<file path="config.mk">
export PLATFORM = sky130hd
export DESIGN_NAME = t5_bus_arb
export DESIGN_NICKNAME = d
export VERILOG_FILES = /design/src/rtl/t5_bus_arb.sv
export SDC_FILE = /design/constraint.sdc
export NUM_CORES = 1
export LEC_CHECK = 0
export ABC_AREA = 1
export BUFFER_PORTS_ARGS = -buffer_cell sky130_fd_sc_hd__buf_4
export CAP_MARGIN = 15
export CORE_AREA = 2 2 106 108
export DETAILED_ROUTE_END_ITERATION = 6
export DIE_AREA = 0 0 108 110
export GPL_ROUTABILITY_DRIVEN = 0
export SKIP_CTS_REPAIR_TIMING = 1
export SYNTH_ARGS = -nofsm -noshare
export SYNTH_HDL_FRONTEND = slang
export SYNTH_SLANG_ARGS = --single-unit
</file>
<file path="constraint.sdc">
create_clock -name sclk -period 3.4 [get_ports sclk]
set_clock_uncertainty 0.2 [all_clocks]
set_input_delay 0.34 -clock sclk [delete_from_list [all_inputs] [get_ports sclk]]
set_output_delay 0.34 -clock sclk [all_outputs]
set_load 0.05 [all_outputs]
</file>
<file path="src/rtl/t5_bus_arb.sv">
// Two-master arbiter: fetch port (iwb) and data port (dwb) share one Wishbone-style bus.
// Latency: grant one cycle after request; owner ack/data routed back combinationally.
// Backpressure: the owner holds its stb until ack/err; the loser simply waits in its request.
//
// Ports: sclk/srst (sync, active-low), iwb_* fetch master, dwb_* data master,
//        wb_* shared slave side, igrant/dgrant current owner.
// Optional feature macro: T5_ARB_TIMEOUT_EN enables the TMOW-bit bus-timeout counter
// (TMOW must be >= 2); without it iwb_err/dwb_err are tied low and a hung slave stalls forever.
module t5_bus_arb #(
    parameter int TMOW = 8
) (
    input  logic        sclk,
    input  logic        srst,
    input  logic [29:0] iwb_adr,
    input  logic        iwb_stb,
    output logic [31:0] iwb_dti,
    output logic        iwb_ack,
    output logic        iwb_err,
    input  logic [29:0] dwb_adr,
    input  logic [31:0] dwb_dto,
    input  logic [3:0]  dwb_sel,
    input  logic        dwb_wre,
    input  logic        dwb_stb,
    output logic [31:0] dwb_dti,
    output logic        dwb_ack,
    output logic        dwb_err,
    output logic [29:0] wb_adr,
    output logic [31:0] wb_dto,
    output logic [3:0]  wb_sel,
    output logic        wb_wre,
    output logic        wb_stb,
    input  logic [31:0] wb_dti,
    input  logic        wb_ack,
    output logic        igrant,
    output logic        dgrant
);

    typedef enum logic [1:0] {
        IDLE = 2'd0,
        IBUS = 2'd1,
        DBUS = 2'd2
    } state_t;

    state_t state;
    logic   last;       // last owner that completed: 0 = fetch, 1 = data
    logic   own_stb;
    logic   tmo_hit;

    assign igrant  = (state == IBUS);
    assign dgrant  = (state == DBUS);
    assign own_stb = igrant ? iwb_stb : (dgrant ? dwb_stb : 1'b0);

`ifdef T5_ARB_TIMEOUT_EN
    // cnt counts completed unacked grant cycles, so cnt == 2**TMOW-2 marks
    // the (2**TMOW-1)-th grant cycle, the one in which the timeout fires.
    localparam logic [TMOW-1:0] CNT_LAST = {{(TMOW-1){1'b1}}, 1'b0};
    logic [TMOW-1:0] cnt;
    assign tmo_hit = (igrant | dgrant) & (cnt == CNT_LAST);
`else
    assign tmo_hit = 1'b0;
`endif

    always_ff @(posedge sclk) begin
        if (!srst) begin
            state <= IDLE;
            last  <= 1'b0;
`ifdef T5_ARB_TIMEOUT_EN
            cnt   <= '0;
`endif
        end else begin
            case (state)
                IDLE: begin
`ifdef T5_ARB_TIMEOUT_EN
                    cnt <= '0;
`endif
                    // Contention goes to the port that did not finish last.
                    if (dwb_stb && (!iwb_stb || !last))
                        state <= DBUS;
                    else if (iwb_stb)
                        state <= IBUS;
                end
                default: begin
                    if (wb_ack) begin
                        state <= IDLE;
                        last  <= dgrant;
                    end else if (!own_stb) begin
                        // Owner abandoned the cycle: no completion, history untouched.
                        state <= IDLE;
                    end else if (tmo_hit) begin
                        state <= IDLE;
                        last  <= dgrant;
                    end
`ifdef T5_ARB_TIMEOUT_EN
                    else begin
                        cnt <= cnt + 1'b1;
                    end
`endif
                end
            endcase
        end
    end

    // Owner-qualified responses; held quiet while reset is asserted so an
    // interrupted transfer never reports completion.
    assign wb_stb  = srst & own_stb;
    assign iwb_ack = srst & igrant & wb_ack;
    assign dwb_ack = srst & dgrant & wb_ack;
    assign iwb_err = srst & igrant & iwb_stb & tmo_hit & ~wb_ack;
    assign dwb_err = srst & dgrant & dwb_stb & tmo_hit & ~wb_ack;
    assign iwb_dti = wb_dti;
    assign dwb_dti = wb_dti;

    always_comb begin
        wb_adr = dwb_adr;
        wb_dto = dwb_dto;
        wb_sel = 4'h0;
        wb_wre = 1'b0;
        if (igrant) begin
            wb_adr = iwb_adr;
            wb_dto = 32'h0;
            wb_sel = 4'hF;
        end else if (dgrant) begin
            wb_sel = dwb_sel;
            wb_wre = dwb_wre;
        end
    end

endmodule
</file>
# Yosys cells after proc, flatten, opt, wreduce, memory -nomap -nowiden
# Index checks and enable logic that the tools add are counted.
# W data, S select, Z words.
# word_totals
regBits	3
in_bits	134
output_inout_bits	138
word_cells	32
# op_classes
eq_ne	4
n_mux	13
n_bitwise	6
n_reduce_logical	7
# op_table
cell	count
$mux W32	1
$mux W30	1
$mux W2	5
$mux W4	2
$and A1 B1 Y1	5
$mux W1	4
$reduce_and A2 Y1	2
$ne A3 B2 Y1 const B	1
$ne A3 B3 Y1 const B	1
$eq A2 B1 Y1 const B	1
$eq A2 B2 Y1 const B	1
$logic_not A1 Y1	2
$logic_not A2 Y1	1
$logic_and A1 B1 Y1	1
$logic_or A1 B1 Y1	1
$not A1 Y1	1

# Depth between registers and ports, before layout
# Gate-level depths: netlist of the first run.
# depth
ltp_word	6
ltp_mapped	7
ltp_nobuf	7

# Least setup slack after synthesis of the first run
# Ideal clock, no wire load.
# synth_path
path_kind	flip-flop to output port
start	reg state[1]
end	out dwb_ack
t_arrival_ns	2.188
required_time_ns	2.860
path_slack_ns	0.672
stages_incl_launch_ff	5
path_buffers	0
cell_sequence	dfxtp_1 inv_2 nor2_2 inv_1 nor3_1
# synth_between
elab_chain_cells	3
# synth_rtl
item	line	rtl
start: declaration	44	state_t state;
start signal: assignment	65	state <= IDLE;
start signal: assignment	78	state <= DBUS;
start signal: assignment	80	state <= IBUS;
$eq A2 B2 Y1	50	assign dgrant = (state == DBUS);
named net dgrant	35	output logic dgrant
$and A1 B1 Y1	--	
$and A1 B1 Y1	107	assign dwb_ack = srst & dgrant & wb_ack;
end: declaration	25	output logic dwb_ack,
# The timed path passes the listed nets, and every way through them passes these cells.

# Worst setup path in the final report of the first run
# layout_path
start	reg state[1]
end	out wb_adr[24]
# layout_between
elab_chain_cells	2
# layout_rtl
item	line	rtl
$eq A2 B1 Y1	49	assign igrant = (state == IBUS);
$mux W30	118	if (igrant) begin
end: declaration	27	output logic [29:0] wb_adr,
# Every way passes these cells.

==> qor.txt, run 1 <==
Vias in the first global route: 1,719
1st-iter DRT viols: 45
Global Route Usage Sum: 7.50%
Slew HR: 60.4%
Sum of negative setup slack: 0 ns
Synth Cell Area: 1360 µm²
Syn-to-layout area delta: 73.2%
Antenna violations before repair: 0
H-tree depth: 1
Die height: 110 µm
Top cells by area, synth: buf_4 36%, nand2_1 29%, inv_1 9.9%, nor2_1 9.4%, dfxtp_1 4.4%
Compound-Gate Fraction of Synth Area: 2.02%
HP Start: wb_ack
RSZ-0062 raised after global routing: false
Dpl cell area: 2310 µm²
CP max stage delay: 0.48 ns
Yosys warning count: 0
CTS root buffer: clkbuf_8
Critical path arrival: 1.92 ns
Hpwl dp: 4440 µm
Worst slew pin tran: 0.593 ns
Commonest cells post-synth: 107 x nand2_1, 66 x buf_4, 36 x inv_1
Critical path cell sequence: nor2_4 > buf_4 > inv_2 > nand2_1 > nand2_1 > buf_4
Seq cells post-synth: 3
Vias per inst: 3.59
Top FF cell, synth: dfxtp_1
Cell with the most instances after synthesis: nand2_1
Synth async-reset ratio: 0%
Antenna Cells: 0
Core area: 10,700 µm²
Layout cells sized above 1: 48.8%
Buf+Inv Stages, Crit Path: 3
Finished layout cell area: 2360 µm²
Pre-antenna DRT Iters: 4
First-pass GRT wire length: 7220 µm
Pleak: 0.00149 µW
Post-synth top area share: 36.4%
# DRC: 0
Multiplexer share of the synthesized area: 0%
Hold Path Stages: 2
Critical path peak fanout: 35
Setup Viol. Count Final: 0
Worst Hold Path EP: last
# IOs: 272
Max Cap Viol: 0
Post-Synth XOR/XNOR Area: 0%
Longest Clk Path Bufs: 2
Rows: 38
DIE WIDTH: 108 µm
R2R cell count: 6
Port bufs: 173
R2r setup slk: 2.11 ns
Crit-path leading delay family: buffers and inverters
Post-Synth Adder-Cell Area: 0%
Pwr dens: 363 nW/µm²
Crit. End Element: primary output
Mapped Cells: 272
Cell taking the most area after synthesis: buf_4
Layout Nets: 512
RR Startpoint: state[1]
Clock slew at reported path FFs: 0.03 ns
Critical path class: register to primary output
CP Launch Type: register
R2r endpoint: state[1]
Skew-Pair Late Insertion Delay: 0.22 ns
Status: finished, final reports clean
Req. time, crit path: 2.86 ns
CTS Sinks: 3
Tcrit/Tclk final: 72.4%
Hold Fails Final Rpt: 0
Setup slack at placement: 1.15 ns
Routed WL: 5180 µm
Gr ovfl total: 0
Post-Synth Simple-Gate Area: 42.9%
Combinational family with the most area after synthesis: buffers and inverters
Critical Path Slowest Stage Cell: inv_2
Number of buffers created by CTS: 3
Initial Utilization: 12.7%
Minimum clock period: 2.46 ns
Avg Inst Size Synth: 5.01 µm²
Routed len/inst: 10.0 µm
Register area share after synthesis: 4.41%
Antenna Violating Nets Remaining: 0
Die area: 11,900 µm²
Post-synth cell types: 16
Post-synth EDFFs: 0
WHS: 0.131 ns
Final Slew Violations: 0
Peak Freq: 0.407 GHz
Via count: 1,855
CTS tree: yes
VDD IR max: 0.000150 V
Min-Delay Path Class: primary input to register
Post-route setup slack: 0.940 ns
Largest net degree at the start of global routing: 36
## worst reg2reg max path, stage by stage, from the launching register on
cell and delay [ns]:
dfxtp_1 0.46, nand3_1 0.14, nand2_1 0.08, nand2_1 0.07, nand2_1 0.08, nand2_1 0.05
a21oi_1 0.14
## state kept, by name, summed over array words and instances, names as in the netlist
signal,flops
last,1
state,2
## cells by family after synthesis
group,count (synthesis)
AOI/OAI and AO/OA,5
buffers and inverters,114
DFF,3
other,1
and+or+nand+nor,149
## how the worst max path moves through the flow
stage	start	end	slack [ns]	cells after the start
6_report	state[1]	wb_adr[24]	0.94	6
3_5_place_dp	state[1]	wb_adr[24]	1.15	6
3_3_place_gp	state[1]	wb_adr[24]	1.22	6
5_1_grt	state[1]	wb_adr[24]	0.78	6
2_1_floorplan	state[1]	dwb_ack	0.67	4
4_1_cts	state[1]	wb_adr[24]	0.91	6
## per-stage QoR
step / util [%] / total power [µW] / instances
finish: 22.1 / 857 / 517
global route: 22.1 / 900 / 517
global placement: 21.6 / 747 / 513
CTS: 22.1 / 866 / 517
floorplan: - / 702 / 273
detailed placement: 21.6 / 754 / 513
## placed cells by master (no fill, tap or decap)
master / n
buf_4: 175
nand2_1: 107
inv_1: 36
nor2_1: 34
a21oi_1: 4
inv_2: 3
nand3_1: 3
clkbuf_8: 3
dfxtp_1: 3
conb_1: 2
nor2_2: 1
nor2_4: 1
nor3_2: 1
nor3_1: 1
a211oi_1: 1
nand3b_1: 1
clkbuf_1: 1
## where the power goes
group          internal [µW]  switching (µW)
clock network           80.4            28.3
registers               38.7            5.03
logic                    227             477
## cell type report
type	count	area, µm²
clock buffer	4	45.0
tap	140	175
timing repair buffer	175	1310
multi-input combinational	156	619
fill	1239	8340
sequential	3	60.1
inverter	39	146
## layer usage
metal  share of wire [%]  wire length (µm)  GRT usage, %
met1                  33              1700          7.05
met2                  51              2640          14.2
met3                  12               602          2.18
met4                 4.5               235          4.76
met5                   0                 0             0
Note: power is estimated with default switching activity, not from simulation.
==> inputs of run 2 (changes only) <==
Settings changed: ABC_AREA 1 to 0, CORE_AREA 2 2 106 108 to 2 2 107 109, DIE_AREA 0 0 108 110 to 0 0 109 111.
Clock period 3.4 ns to 2.4 ns, I/O delays scaled along.
==> run 2 against run 1 <==
Worst setup slack got worse by 0.78 ns. Clock power is 140% higher. Synthesized cell count down 41%. Final area is 0.32% lower. Cell count shrank 21%. Highest routed layer unchanged. Flip-flop and latch count did not move.
==> qor.txt, run 2 <==
Finished layout cell area: 2350 µm² (-0.32%)
Minimum clock period: 2.24 ns
Tcrit/Tclk final: 93.3%
Min-Delay Path Class: primary input to register
Largest net degree at the start of global routing: 25 (-31%)
Avg Inst Size Synth: 8.22 µm² (+64%)
Gr ovfl total: 0 (unchanged)
Global Route Usage Sum: 6.89% (-0.61 points)
Skew-Pair Late Insertion Delay: 0.22 ns (about the same)
Longest Clk Path Bufs: 2 (unchanged)
Via count: 1,363 (-27%)
Core area: 11,100 µm² (+3.5%)
Antenna Cells: 0 (unchanged)
Vias per inst: 3.32 (-7.6%)
Cell taking the most area after synthesis: buf_4
Setup Viol. Count Final: 0 (unchanged)
Seq cells post-synth: 3 (unchanged)
R2r setup slk: 1.30 ns (-0.81 ns)
Max Cap Viol: 0 (unchanged)
Post-synth cell types: 20 (+4)
Critical path cell sequence: and2b_4 > buf_4 > mux2_2 > buf_4
Buf+Inv Stages, Crit Path: 2 (-1)
RR Startpoint: state[0]
Number of buffers created by CTS: 3 (unchanged)
R2r endpoint: state[0]
Post-route insts no fill: 411 (-21%)
Register area: 60.1 µm² (unchanged)
Die height: 111 µm (+0.91%)
Routed len/inst: 11.7 µm (+17%)
Port bufs: 173 (unchanged)
Pwr dens: 436 nW/µm² (+20%)
Most common cell after layout, fill and taps aside: buf_4
CP max stage delay: 0.45 ns (-0.03 ns)
Crit. Startpoint: state[1]
Worst Hold Path EP: last
Pre-antenna DRT Iters: 4 (unchanged)
VDD IR max: 0.000410 V (+170%)
Critical path class: register to primary output
Sum of negative setup slack: 0 ns (unchanged)
Antenna violations before repair: 0 (unchanged)
HP Start: wb_ack
Layout Nets: 403 (-21%)
CTS root buffer: clkbuf_16
Max FFs per register: 2 (unchanged)
# DRC: 0 (unchanged)
Post-Synth XOR/XNOR Area: 0% (unchanged)
Critical Path Slowest Stage Cell: and2b_4
Post-synth top area share: 37.7% (+1.3 points)
Syn-to-layout area delta: 78.9%
Rows: 39 (+2.6%)
Placed insts: 407 (-21%)
Status: finished, final reports clean
Initial Utilization: 11.9% (-0.87 points)
Synth Cell Area: 1320 µm² (-3.5%)
CTS Sinks: 3 (unchanged)
Clock slew at reported path FFs: 0.03 ns (about the same)
Register area share after synthesis: 4.57% (+0.16 points)
1st-iter DRT viols: 26 (-42%)
Routed WL: 4800 µm (-7.3%)
Top FF cell, synth: dfxtp_1
Antenna Violating Nets Remaining: 0 (unchanged)
Mapped Cells: 160 (-41%)
Crit. End Element: primary output
Multi-input combinational cell area: 693 µm² (+12%)
Synth async-reset ratio: 0% (unchanged)
Compound-Gate Fraction of Synth Area: 4.57% (+2.5 points)
Critical path arrival: 1.80 ns (-0.12 ns)
CTS tree: yes
R2R cell count: 2 (-4)
Largest register by flop count: state
Combinational family with the most area after synthesis: buffers and inverters
Hold Fails Final Rpt: 0 (unchanged)
Vias in the first global route: 1,348 (-22%)
Top cells by area, synth: buf_4 38%, mux2_2 26%, nor2b_1 16%, dfxtp_1 4.6%, buf_6 4.3%
Most frequent cells in the layout: 176 x buf_4, 33 x nor2b_1, 30 x mux2_2
Die area: 12,100 µm² (+1.8%)
# IOs: 272 (unchanged)
H-tree depth: 1 (unchanged)
Final Slew Violations: 0 (unchanged)
Layout fillers: 1,222 (-1.4%)
Post-synth EDFFs: 0 (unchanged)
Multiplexer share of the synthesized area: 25.7% (+26 points)
Peak Freq: 0.446 GHz
Commonest cells post-synth: 66 x buf_4, 33 x nor2b_1, 30 x mux2_2
Dpl cell area: 2270 µm² (-1.8%)
Layout cells sized above 1: 79.1% (+30 points)
Pleak: 0.00121 µW (-19%)
CP Launch Type: register
Hpwl dp: 4130 µm (-7.0%)
WHS: 0.0901 ns (-0.0412 ns)
Req. time, crit path: 1.96 ns (-0.90 ns)
RSZ-0062 raised after global routing: false
Cell with the most instances after synthesis: buf_4
Largest registers: state: 2 flops, last: 1 flops
Yosys warning count: 0 (unchanged)
Hold Path Stages: 3 (+1)
Critical path peak fanout: 15 (-57%)
First-pass GRT wire length: 6630 µm (-8.1%)
Post-Synth Simple-Gate Area: 21.9% (-21 points)
DIE WIDTH: 109 µm (+0.93%)
Crit-path leading delay family: simple AND/OR/NAND/NOR gates
Post-Synth Adder-Cell Area: 0% (unchanged)
CP dominant cell by count: buf_4
==> run 2: worst min-delay path: cells and delay by family <==
| kind | cells | cell delay (ns) |
|---|---|---|
| buffers and inverters | 1 | 0.10 |
| and+or+nand+nor | 1 | 0.07 |
| AOI/OAI and AO/OA | 1 | 0.06 |
==> run 2: metrics by stage <==
step           utilization (%)  power (µW)  worst slack [ns]
6_report                  21.2        1030             0.160
5_1_grt                   21.2        1070            0.0645
4_1_cts                   21.2        1030             0.121
3_5_place_dp              20.5         764             0.353
3_3_place_gp              20.5         759             0.415
2_1_floorplan                -         785             0.323
==> run 2: layout make-up <==
cell class,instances,area share (%)
clock buffer,4,3.35
sequential,3,2.55
tap,143,7.61
timing repair buffer,177,57.0
multi-input combinational,84,29.5
==> run 2: cell families (layout without fill, tap and decap cells) <==
kind of cell / count (synthesis) / after routing
muxes: 30 / 30
other: 1 / 2
buffers and inverters: 74 / 181
and+or+nand+nor: 44 / 44
AOI/OAI and AO/OA: 8 / 8
DFF: 3 / 3
==> run 2: where the power goes <==
| part | internal (µW) | leakage, µW | switching, µW | total, µW |
|---|---|---|---|---|
| clock network | 219 | 0.0000382 | 45.3 | 265 |
| registers | 53.2 | 0.0000246 | 4.21 | 57.4 |
| logic | 279 | 0.00115 | 424 | 703 |
| total | 551 | 0.00121 | 474 | 1030 |
==> run 2: layer usage <==
layer | routed length (µm) | global-route usage [%] | vias to the layer above
li1 | - | - | 668
met1 | 1820 | 7.90 | 590
met2 | 2370 | 11.6 | 91
met3 | 554 | 2.88 | 14
met4 | 56 | 1.88 | 0
met5 | 0 | 0 | -
==> run 2: how the worst max path moves through the flow <==
stage / endpoint / cells past startpoint
after floorplan: dwb_ack / 3
after global placement: wb_adr[0] / 4
after detailed placement: wb_adr[20] / 4
after CTS: wb_adr[11] / 4
after global routing: wb_adr[11] / 4
final: wb_adr[20] / 4
==> inputs of run 3 (changes only) <==
Settings changed: CELL_PAD_IN_SITES_DETAIL_PLACEMENT set to 2, CELL_PAD_IN_SITES_GLOBAL_PLACEMENT set to 2, CORE_AREA 2 2 107 109 to unset, CORE_MARGIN set to 2, CORE_UTILIZATION set to 10, DIE_AREA 0 0 109 111 to unset, PLACE_DENSITY_LB_ADDON set to 0.1.
==> run 3 against run 2 <==
Sequential power barely moved. Die area rose by 16%. Utilization fell by 2.5 points. Total power rose by 0.69%. Clock power barely moved. Maximum frequency rose by 0.42%. Critical path depth did not move. First-iteration DRC count rose by 7.7%. Final area rose by 1.4%. Wire length rose by 39%. Sequential share of layout area barely moved. Critical path type unchanged. Critical endpoint is now wb_adr[14]. Largest power group unchanged.
==> qor.txt, run 3 (synthesis gave the netlist of run 2 again) <==
Status: finished, final reports clean
Setup Viol. Count Final: 0 (unchanged)
Layout fillers: 1,538 (+26%)
Rows: 41 (+5.1%)
Syn-to-layout area delta: 81.4%
Core area: 12,700 µm² (+15%)
Final Slew Violations: 0 (unchanged)
H-tree depth: 1 (unchanged)
Number of buffers created by CTS: 3 (unchanged)
Antenna Violating Nets Remaining: 0 (unchanged)
Die area: 14,100 µm² (+16%)
CTS tree: yes
Max FFs per register: 2 (unchanged)
Peak Freq: 0.448 GHz (+0.42%)
Pre-antenna DRT Iters: 3 (-1)
Sum of negative setup slack: 0 ns (unchanged)
Crit. End Element: primary output
Critical path peak fanout: 30 (+15)
VDD IR max: 0.000249 V (-39%)
Pleak: 0.00120 µW (-0.63%)
Vias per inst: 3.22 (-2.9%)
Total power: 1030 µW (+0.69%)
Routed WL: 6670 µm (+39%)
Via count: 1,411 (+3.5%)
Die height: 119 µm (+6.9%)
Largest net degree at the start of global routing: 31 (+24%)
Minimum clock period: 2.23 ns (-0.00938 ns)
Clock slew at reported path FFs: 0.03 ns (about the same)
Most frequent cells in the layout: 173 x buf_4, 33 x nor2b_1, 30 x mux2_2
Pwr dens: 433 nW/µm² (-0.73%)
CTS root buffer: clkbuf_16
RSZ-0062 raised after global routing: false
Critical Path Slowest Stage Cell: and2b_4
Crit-path leading delay family: simple AND/OR/NAND/NOR gates
Port bufs: 173 (unchanged)
Global Route Usage Sum: 8.92% (+2.0 points)
CP Launch Type: register
Min-Delay Path Class: primary input to register
Max Cap Viol: 0 (unchanged)
Initial Utilization: 10.3% (-1.5 points)
Skew-Pair Late Insertion Delay: 0.22 ns (about the same)
CTS Sinks: 3 (unchanged)
Antenna Cells: 0 (unchanged)
DIE WIDTH: 119 µm (+8.9%)
Buf+Inv Stages, Crit Path: 2 (unchanged)
Most common cell after layout, fill and taps aside: buf_4
Critical path cell sequence: and2b_4 > buf_12 > mux2_2 > buf_4
Critical path arrival: 1.79 ns (about the same)
First-pass GRT wire length: 9730 µm (+47%)
Largest registers: state: 2 flops, last: 1 flops
Hpwl dp: 5890 µm (+43%)
Antenna violations before repair: 0 (unchanged)
Critical path class: register to primary output
Layout cells sized above 1: 78.9% (-0.16 points)
Tcrit/Tclk final: 92.9% (-0.39 points)
Req. time, crit path: 1.96 ns (about the same)
# IOs: 272 (unchanged)
1st-iter DRT viols: 28 (+7.7%)
Vias in the first global route: 1,513 (+12%)
Hold Fails Final Rpt: 0 (unchanged)
# DRC: 0 (unchanged)
Largest register by flop count: state
Longest Clk Path Bufs: 2 (unchanged)
Routed len/inst: 15.2 µm (+30%)
Layout Nets: 401 (-0.50%)
Gr ovfl total: 0 (unchanged)
CP max stage delay: 0.42 ns (-0.03 ns)
run 3: through the flow:
stage	instance area (µm²)	setup WS (ns)	std cells	hold WS, ns	utilization (%)
finish	2390	0.170	438	0.106	18.8
global route	2390	0.0757	438	0.125	18.8
CTS	2390	0.146	438	0.110	18.8
detailed placement	2310	0.387	434	0.281	18.1
global placement	2310	0.393	434	0.281	18.1
floorplan	1320	0.323	161	0.184	-
run 3: final cells by class:
cell class	count	area (µm²)	area share, %
well taps	172	215	9.02
repair buffers	175	1340	56.1
flip-flops and latches	3	60.1	2.52
multi-input cells	84	693	29.1
clock buffers	4	78.8	3.30
run 3: per-layer routing:
layer | GRT usage [%] | wire length, µm
met1 | 9.73 | 2320
met2 | 16.8 | 3760
met3 | 2.80 | 491
met4 | 1.79 | 102
met5 | 0 | 0
run 3: power breakdown:
group	switching [µW]	internal, µW
Combinational	432	279
Clock	44.7	219
Sequential	4.20	53.2
Total	481	552
run 3: worst min-delay path, cell delays in order:
cell and delay [ns]:
buf_4 0.11, a21oi_1 0.07, nor2_1 0.07
run 3: worst paths after layout:
kind / to / from / cells past startpoint / slack [ns]
max: wb_adr[14] / state[1] / 4 / 0.17
min reg2reg: last / last / 2 / 0.30
max reg2reg: state[0] / state[0] / 2 / 1.23
min: last / wb_ack / 3 / 0.11
